--- config.mk ---
export PLATFORM = sky130hd
export DESIGN_NAME = midi_tx_encoder
export DESIGN_NICKNAME = d
export VERILOG_FILES = /design/src/rtl/midi_tx_encoder.sv
export SDC_FILE = /design/constraint.sdc
export NUM_CORES = 1
export LEC_CHECK = 0
export BUFFER_PORTS_ARGS = -buffer_cell sky130_fd_sc_hd__buf_2
export CAP_MARGIN = 10
export CORE_UTILIZATION = 45
export DETAILED_ROUTE_END_ITERATION = 8
export GPL_TIMING_DRIVEN = 0
export SETUP_SLACK_MARGIN = 0.2
export SYNTH_ARGS = -nofsm -noshare
export SYNTH_HDL_FRONTEND = slang
export SYNTH_SLANG_ARGS = --single-unit
--- constraint.sdc ---
create_clock -name iCLK -period 2.9 [get_ports iCLK]
set_clock_uncertainty 0.1 [all_clocks]
set_input_delay 0 -clock iCLK [delete_from_list [all_inputs] [get_ports iCLK]]
set_output_delay 0 -clock iCLK [all_outputs]
set_load 0.005 [all_outputs]
--- src/rtl/midi_tx_encoder.sv ---
// ---------------------------------------------------------------------------
// midi_tx_encoder
//
// Purpose:
//   Accepts MIDI Note On / Note Off events over a valid/ready handshake and
//   buffers them in a small FIFO. Each event is encoded as a status byte
//   (0x8n / 0x9n) followed by the note and velocity data bytes. The bytes are
//   sent as 31250-baud UART frames on the MIDI OUT pin: start bit, 8 data
//   bits LSB first, stop bit, with no idle gap between frames. Every
//   completed byte is also mirrored on a parallel byte/strobe pair.
//
// Optional feature (compile-time macro MIDI_RUNNING_STATUS_EN):
//   When defined, a last-status register (reset to invalid) lets the encoder
//   omit the status frame when it repeats the previously sent status byte.
//   When undefined, every message is exactly three frames.
//
// Parameters:
//   pBaudDiv    clock cycles per serial bit (>= 2)
//   pFifoDepth  event FIFO entries (power of 2, >= 2)
//   pSim        "no"/"yes", no functional effect
//
// Ports:
//   iCLK          system clock, rising edge
//   iRST          asynchronous active-high reset
//   iEvtValid     event offered
//   oEvtReady     FIFO can accept (registered, not full)
//   iEvtNoteOn    1 = Note On, 0 = Note Off
//   iEvtChannel   MIDI channel (4 bits)
//   iEvtNote      note number (7 bits)
//   iEvtVelocity  velocity (7 bits)
//   oMidiTx       serial MIDI out, idle high
//   oByteData     last fully transmitted byte
//   oByteValid    one-cycle pulse when oByteData updates
//   oBusy         FIFO non-empty or a frame in progress
// ---------------------------------------------------------------------------
module midi_tx_encoder #(
  parameter int    pBaudDiv   = 1536,
  parameter int    pFifoDepth = 4,
  parameter string pSim       = "no"
) (
  input  logic       iCLK,
  input  logic       iRST,
  input  logic       iEvtValid,
  output logic       oEvtReady,
  input  logic       iEvtNoteOn,
  input  logic [3:0] iEvtChannel,
  input  logic [6:0] iEvtNote,
  input  logic [6:0] iEvtVelocity,
  output logic       oMidiTx,
  output logic [7:0] oByteData,
  output logic       oByteValid,
  output logic       oBusy
);

  // pSim selects between identical values; it only keeps the bench hook
  // parameter referenced without changing behaviour.
  localparam int BaudDiv = (pSim == "yes") ? pBaudDiv : pBaudDiv;
  localparam int BaudW   = $clog2(BaudDiv);
  localparam int PtrW    = $clog2(pFifoDepth);

  localparam logic [BaudW-1:0] BaudLast   = BaudW'(BaudDiv - 1);
  localparam logic [BaudW-1:0] BaudPenult = BaudW'(BaudDiv - 2);
  localparam logic [PtrW:0]    FifoFull   = (PtrW + 1)'(pFifoDepth);

  typedef struct packed {
    logic       note_on;
    logic [3:0] channel;
    logic [6:0] note;
    logic [6:0] velocity;
  } event_t;

  typedef enum logic [2:0] {
    IDLE,
    LOAD,
    SEND_STATUS,
    SEND_D1,
    SEND_D2
  } state_t;

  state_t            state;
  event_t            fifo_mem [pFifoDepth];
  logic [PtrW-1:0]   wr_ptr;
  logic [PtrW-1:0]   rd_ptr;
  logic [PtrW:0]     count;
  logic [PtrW:0]     count_next;
  logic              push;
  logic              pop;
  event_t            head;
  logic [7:0]        head_status;
  logic              skip_status;

  logic [BaudW-1:0]  baud_cnt;
  logic [3:0]        bit_idx;
  logic [7:0]        tx_byte;
  logic [6:0]        hold_note;
  logic [6:0]        hold_vel;

  assign push        = iEvtValid & oEvtReady;
  // LOAD always lasts exactly one cycle and is only entered with the FIFO
  // non-empty, so it doubles as the pop strobe.
  assign pop         = (state == LOAD);
  assign head        = fifo_mem[rd_ptr];
  assign head_status = {1'b1, 2'b00, head.note_on, head.channel};
  assign count_next  = count + (PtrW + 1)'(push) - (PtrW + 1)'(pop);

`ifdef MIDI_RUNNING_STATUS_EN
  logic [7:0] last_status;

  // A cleared last-status (0x00) never matches a real status byte, which
  // always has bit 7 set.
  assign skip_status = (head_status == last_status);
`else
  assign skip_status = 1'b0;
`endif

  // Event storage; contents need no reset because the pointers define
  // which entries are live.
  always_ff @(posedge iCLK) begin
    if (push) begin
      fifo_mem[wr_ptr] <= '{note_on:  iEvtNoteOn,
                            channel:  iEvtChannel,
                            note:     iEvtNote,
                            velocity: iEvtVelocity};
    end
  end

  // FIFO pointers, occupancy and the registered ready flag.
  always_ff @(posedge iCLK or posedge iRST) begin
    if (iRST) begin
      wr_ptr    <= '0;
      rd_ptr    <= '0;
      count     <= '0;
      oEvtReady <= 1'b1;
    end else begin
      if (push) wr_ptr <= wr_ptr + 1'b1;
      if (pop)  rd_ptr <= rd_ptr + 1'b1;
      count     <= count_next;
      oEvtReady <= (count_next != FifoFull);
    end
  end

  // Encoder / serializer FSM. A frame starts by driving the start bit and
  // loading tx_byte; bit_idx 0 is the start bit, 1..8 data, 9 the stop bit.
  // When another event is queued, SEND_D2 hands over to LOAD during the last
  // cycle of its stop bit, so LOAD closes that stop bit (strobe included)
  // and starts the next frame on the same edge with no idle gap.
  always_ff @(posedge iCLK or posedge iRST) begin
    if (iRST) begin
      state      <= IDLE;
      baud_cnt   <= '0;
      bit_idx    <= '0;
      tx_byte    <= '0;
      hold_note  <= '0;
      hold_vel   <= '0;
      oMidiTx    <= 1'b1;
      oByteData  <= 8'h00;
      oByteValid <= 1'b0;
      oBusy      <= 1'b0;
`ifdef MIDI_RUNNING_STATUS_EN
      last_status <= 8'h00;
`endif
    end else begin
      oByteValid <= 1'b0;
      oBusy      <= 1'b1;
      case (state)
        IDLE: begin
          oMidiTx  <= 1'b1;
          baud_cnt <= '0;
          bit_idx  <= '0;
          if (count != '0) begin
            state <= LOAD;
          end else begin
            oBusy <= (count_next != '0);
          end
        end

        LOAD: begin
          if (bit_idx == 4'd9) begin
            oByteData  <= tx_byte;
            oByteValid <= 1'b1;
          end
          hold_note <= head.note;
          hold_vel  <= head.velocity;
          oMidiTx   <= 1'b0;
          baud_cnt  <= '0;
          bit_idx   <= '0;
          if (skip_status) begin
            tx_byte <= {1'b0, head.note};
            state   <= SEND_D1;
          end else begin
            tx_byte <= head_status;
            state   <= SEND_STATUS;
`ifdef MIDI_RUNNING_STATUS_EN
            last_status <= head_status;
`endif
          end
        end

        default: begin
          if (baud_cnt != BaudLast) begin
            baud_cnt <= baud_cnt + 1'b1;
            if (state == SEND_D2 && bit_idx == 4'd9 &&
                baud_cnt == BaudPenult && count != '0) begin
              state <= LOAD;
            end
          end else if (bit_idx != 4'd9) begin
            baud_cnt <= '0;
            bit_idx  <= bit_idx + 1'b1;
            oMidiTx  <= (bit_idx == 4'd8) ? 1'b1 : tx_byte[bit_idx[2:0]];
          end else begin
            oByteData  <= tx_byte;
            oByteValid <= 1'b1;
            baud_cnt   <= '0;
            bit_idx    <= '0;
            case (state)
              SEND_STATUS: begin
                tx_byte <= {1'b0, hold_note};
                oMidiTx <= 1'b0;
                state   <= SEND_D1;
              end
              SEND_D1: begin
                tx_byte <= {1'b0, hold_vel};
                oMidiTx <= 1'b0;
                state   <= SEND_D2;
              end
              default: begin
                oMidiTx <= 1'b1;
                oBusy   <= (count_next != '0);
                state   <= IDLE;
              end
            endcase
          end
        end
      endcase
    end
  end

endmodule

Word-level counts from Yosys, hierarchy flattened --
Memories as Yosys holds them, arrays and structs flattened. Index checks and enable logic that the tools add are counted.
Cells by class: mux-type cells 37, magnitude comparators 1, reductions and logical operators 12, add/subtract/negate cells 6, equality and inequality tests 18, bitwise gates (word level) 2
Operators by type and width (count):
- $pmux 8 s2 | 3
- $mux 8 | 5
- $mux 11 | 2
- $mux 1 | 14
- $mux 3 | 4
- $mux 4 | 3
- $pmux 3 s2 | 2
- $add 11x1->11 const B | 1
- $eq 11x11->1 const B | 1
- $ne 11x11->1 const B | 1
- $reduce_bool 3->1 | 3
- $eq 4x4->1 const B | 2
- $ne 2x2->1 const B | 4
- $reduce_and 4->1 | 2
- $eq 3x2->1 const B | 2
- $pmux 1 s2 | 3
- $add 2x1->2 const B | 2
- $add 4x1->4 const B | 1
- $lt 3x4->1 const B | 1
- $ne 4x2->1 const B | 1
- $ne 4x3->1 const B | 1
- $ne 4x4->1 const B | 1
- $reduce_or 2->1 | 2
- $add 3x1->3 | 1
- 12 further kinds | 14
Word-level totals: memories 1, bits in registers 59, output and inout bits 12, bits in writable memories 76
Memory list:
- fifo_mem | depth 4, width 19, rd ports 1, clocked after memory_dff 0, wr ports 1, RTL line 81 | event_t fifo_mem [pFifoDepth];

Logic depth before layout (Yosys ltp) --
word-level depth 8, gate-level depth with buffers 11, depth with buffers taken out 8

Least setup slack after synthesis --
Ideal clock, no wire load.
path type reg-to-reg, start point register state[2], end point register oBusy, setup slack 0.473 ns, required time 2.654 ns, clock period less this slack 2.427 ns, arrival time 2.180 ns, stages on the path, launching flop included 12, setup time 0.146 ns, cells stage by stage dfrtp_1 buf_2 nor2_4 and2_1 buf_2 buf_2 xnor2_1 ha_1 fa_1 xnor2_1 nor2_1 nand4_1
On the way: word-level cells in the longest chain between the ends 7
Ends and longest elaborated chain:
- start: declaration | RTL line 80 | state_t state;
- start signal: assignment | RTL line 149 | state <= IDLE;
- start signal: assignment | RTL line 171 | state <= LOAD;
- start signal: assignment | RTL line 189 | state <= SEND_D1;
- $eq 3x1->1 * | RTL line 101 | assign pop = (state == LOAD);
- $sub 3x1->3 * | RTL line 104 | assign count_next = count + (PtrW + 1)'(push) - (PtrW + 1)'(pop);
- via count_next[2] | RTL line 85 | logic [PtrW:0] count_next;
- $reduce_bool 3->1 * | RTL line 173, 228
- $mux 1 | RTL line 215 | case (state)
- $mux 1 | RTL line 206 | end else if (bit_idx != 4'd9) begin
- $mux 1 | RTL line 200 | if (baud_cnt != BaudLast) begin
- $pmux 1 s2 * | RTL line 165 | case (state)
- end signal: assignment | RTL line 173 | oBusy <= (count_next != '0);
- end signal: assignment | RTL line 228 | oBusy <= (count_next != '0);
- end: declaration | RTL line 52 | output logic oBusy
Mark *: on every way through the listed nets, which the timed path passes. The rest lies on a longest branch. A chain may end at the register's enable or synchronous reset.

Final worst setup path --
Same ends and word-level chain as after synthesis.

==> impl_results.rst <==
.. list-table::
   :header-rows: 1

   * - Metric
     - Value
   * - Power share of the sequential group
     - 48.7%
   * - Post-synthesis instance total
     - 355
   * - Clock tree from TritonCTS
     - built
   * - Final non-filler cell total
     - 612
   * - Top-level I/O count
     - 34
   * - Tot Pwr
     - 4.92 mW
   * - Synth Area per Inst
     - 16.1 um2
   * - Switching component of the power
     - 1.08 mW
   * - Main synth FF type
     - sky130_fd_sc_hd__edfxtp_1
   * - CTS Sinks
     - 135
   * - Worst hold slack across all endpoints
     - 0.0973 ns
   * - Max clock buf depth
     - 2
   * - Total count of hold-check failures in the final report
     - 0
   * - Cell variety after synth
     - 57
   * - Share of final-layout standard cells stronger than drive strength 1
     - 32.0%
   * - Max-slew violations
     - 0
   * - Nature of the critical path startpoint
     - flip-flop
   * - Min Clock Period, post-route
     - 2.53 ns
   * - Reg-to-reg critical path startpoint
     - state[2]
   * - Hold/Removal Path Class
     - in -> async
   * - Share of power burned in combinational logic
     - 9.4%
   * - Post-layout nets
     - 461
   * - Largest net degree at the start of global routing
     - 37
   * - Worst stage delay on the critical path
     - 0.39 ns
   * - Crit-path slowest cell
     - sky130_fd_sc_hd__fa_1
   * - DRT antenna net count
     - 0
   * - Largest area contributor in the synthesized netlist
     - sky130_fd_sc_hd__edfxtp_1
   * - Sequential element share of the synthesized area
     - 65.9%
   * - Number of register bits inferred by synthesis
     - 135
   * - Number of design rule violations left after detail routing
     - 0
   * - Final setup fails
     - 0
   * - RSZ-0062 raised after global routing
     - no
   * - Power per cell area
     - 711 nW/um2
   * - FP Rows
     - 40
   * - Internal power component
     - 3.84 mW
   * - CTS Buf Count
     - 17
   * - Initial antenna violation count
     - 0
   * - Clock-pin slew of the registers on the worst-case setup and hold paths
     - 0.06 ns
   * - WL per Instance
     - 16.4 um
   * - Fraction of post-synthesis cell area in the top cell type by area
     - 40.0%
   * - Vias after detailed routing
     - 3109
   * - Proportion of synthesized flip-flops having asynchronous set or reset
     - 43.7%
   * - GR Util All Layers
     - 17.6%
   * - Std-Cell Core Area
     - 12200 um2
   * - Final cycle utilization of the critical path
     - 87.1%
   * - Start point of the critical path
     - state[2]
   * - Maximum level of the CTS H-tree
     - 4
   * - Instance count after placement with tap cells included
     - 557
   * - Die ar.
     - 13100 um2
   * - Syn nets
     - 385
   * - Total area of sequential cells
     - 3760 um2
   * - Fillers
     - 1014
   * - Critical path class
     - reg -> reg
   * - Max cap viols
     - 0
   * - Yosys synthesis warning count
     - 0
   * - Pin slew with the least headroom to its limit
     - 1.06 ns
   * - Worst endpoint required time
     - 3.05 ns
   * - Vias per Instance
     - 5.08
   * - Post-synthesis instance area
     - 5710 um2
   * - Number of search-and-repair iterations in the first detailed-routing pass
     - 4
   * - Worst vdd ir
     - 0.586 mV
   * - Nature of the critical path endpoint
     - flip-flop
   * - Accumulated negative setup slack
     - 0 ns
   * - Top library cells by usage in the layout, fill and taps aside
     - 76 x sky130_fd_sc_hd__edfxtp_1, 57 x sky130_fd_sc_hd__dfrtp_1, 37 x sky130_fd_sc_hd__buf_2
   * - Data arrival, critical path
     - 2.68 ns
   * - IO Port Bufs
     - 33
   * - GRT Residual Overflow
     - 0
   * - Number of enable flip-flop cells after synthesis
     - 76
   * - Worst path most repeated cell
     - sky130_fd_sc_hd__xnor2_1
   * - Number of DRC violations after detailed-routing iteration 0
     - 201
   * - Area grow syn2layout
     - 21.1%
   * - Post-placement worst setup slack
     - 0.104 ns
   * - Clock latency of the later-clocked register in the worst-skew pair
     - 0.41 ns
   * - Root buf cell
     - sky130_fd_sc_hd__clkbuf_16
   * - Outcome
     - complete, no violations
   * - Portion of total power attributed to the clock network
     - 41.9%
   * - CP Cell Sequence
     - buf_2 -> nor2_4 -> and2_1 -> clkbuf_4 -> buf_6 -> xnor2_1 -> ha_1 -> fa_1 -> xnor2_1 -> nor2_1 -> nand4_1
   * - First-pass GRT wire length
     - 16800 um
   * - CP max FO
     - 10
   * - Number of global-route vias before repair
     - 3280
   * - Most common cell after layout, fill and taps aside
     - sky130_fd_sc_hd__edfxtp_1
   * - Max Clk Rate
     - 396 MHz
   * - Die Height
     - 115 um
   * - Leakage power
     - 2.80 nW
   * - Setup ws final
     - 0.375 ns
   * - Diode count
     - 0
   * - Max_slew headroom
     - 29.2%
   * - Total Routed Length
     - 10100 um
   * - Synth top area cells
     - sky130_fd_sc_hd__edfxtp_1 40%, sky130_fd_sc_hd__dfrtp_1 25%, sky130_fd_sc_hd__mux4_2 7.9%
   * - Sum of net half-perimeters after detailed placement
     - 6400 um
   * - Final weighted congestion of routability-driven global placement
     - 0.731
   * - Floorplan die width
     - 115 um
   * - Multi-input logic area
     - 1820 um2
   * - Initial Utilization
     - 46.8%
   * - Proportion of total power due to net switching
     - 22.0%
per-stage QoR:
step	instance area, um2	utilization, %
floorplan	5710	-
global placement	6080	49.8
detailed placement	6100	50.0
CTS	6900	56.5
global route	6920	56.6
finish	6920	56.6
final cells by class:
class / count / share of cell area, %
plain buffers: 15 / 1.37
clock buffers: 24 / 6.96
clock inverters: 8 / 1.41
well taps: 168 / 3.04
inverters: 12 / 0.651
flip-flops and latches: 135 / 54.4
repair buffers: 56 / 5.82
multi-input cells: 194 / 26.4
kinds of logic (layout without fill, tap and decap cells):
| kind of cell | count (synthesis) | count (layout) | share of synthesized area (%) |
|---|---|---|---|
| flip-flops | 135 | 135 | 65.9 |
| buffers and inverters | 27 | 115 | 2.30 |
| multiplexers | 56 | 56 | 15.5 |
| adder cells (fa/ha/maj) | 8 | 8 | 1.88 |
| AND/OR/NAND/NOR | 83 | 84 | 8.61 |
| AO/OA/AOI/OAI | 29 | 29 | 3.27 |
| XOR/XNOR | 17 | 17 | 2.61 |
final timing paths:
check                            endpoint  slack (ns)  cells after the start
max                                 oBusy        0.37                     11
min                           hold_vel[0]         0.1                      3
max reg2reg                         oBusy        0.37                     11
min reg2reg                  oByteData[7]        0.39                      1
max in group asynchronous         oMidiTx        1.94                      4
min in group iCLK          fifo_mem[1][0]        0.24                      2
flip-flops by register name (all words and copies together) (netlist names), 4 cells and up:
signal,flops
hold_note,7
fifo_mem,76
tx_byte,8
oByteData,8
baud_cnt,11
bit_idx,4
hold_vel,7
metal layers:
metal / GRT usage [%] / wire (um) / share of wire (%) / up-vias
met5: 0 / 0 / 0 / -
met1: 22.1 / 4650 / 46 / 1577
met2: 28.8 / 4970 / 49 / 47
met4: 6.49 / 112 / 1.1 / 0
li1: - / - / - / 1477
met3: 5.66 / 331 / 3.3 / 8
synthesized netlist by cell type, drive strengths merged (2+ instances only):
master   n
a21oi   11
and3     9
buf     11
clkbuf   4
dfrtp   57
dfstp    2
edfxtp  76
ha       7
inv     12
mux2    30
mux2i    6
mux4    20
nand2   18
nand3    8
nand4    2
nor2    28
nor2b    3
nor3     2
nor4     2
o211ai   2
o21ai    7
or2      2
xnor2   11
xor2     6
power groups by stage:
stage,sequential [mW],combinational (mW),clock (mW)
after floorplan,2.41,0.311,0
after global placement,2.42,0.436,0
after detailed placement,2.44,0.453,0
after CTS,2.40,0.474,2.12
after global routing,2.42,0.519,2.19
final,2.40,0.461,2.06
timing repair:
item | in CTS | in global routing
resized for setup | 1 | 2
endpoints found under the hold margin | 123 | 0
gates cloned | 0 | 1
pin swaps | 1 | 1
setup buffers | 0 | 1
setup endpoints to repair | 2 | 2
hold buffers | 21 | 0
critical path: cells and delay by family (launching register included):
family | cells | cell delay [ns]
xor+xnor | 2 | 0.26
fa+ha+maj | 2 | 0.58
buf+inv | 3 | 0.56
simple gates | 4 | 0.53
flops | 1 | 0.35
Power figures use the tool's default switching activity.
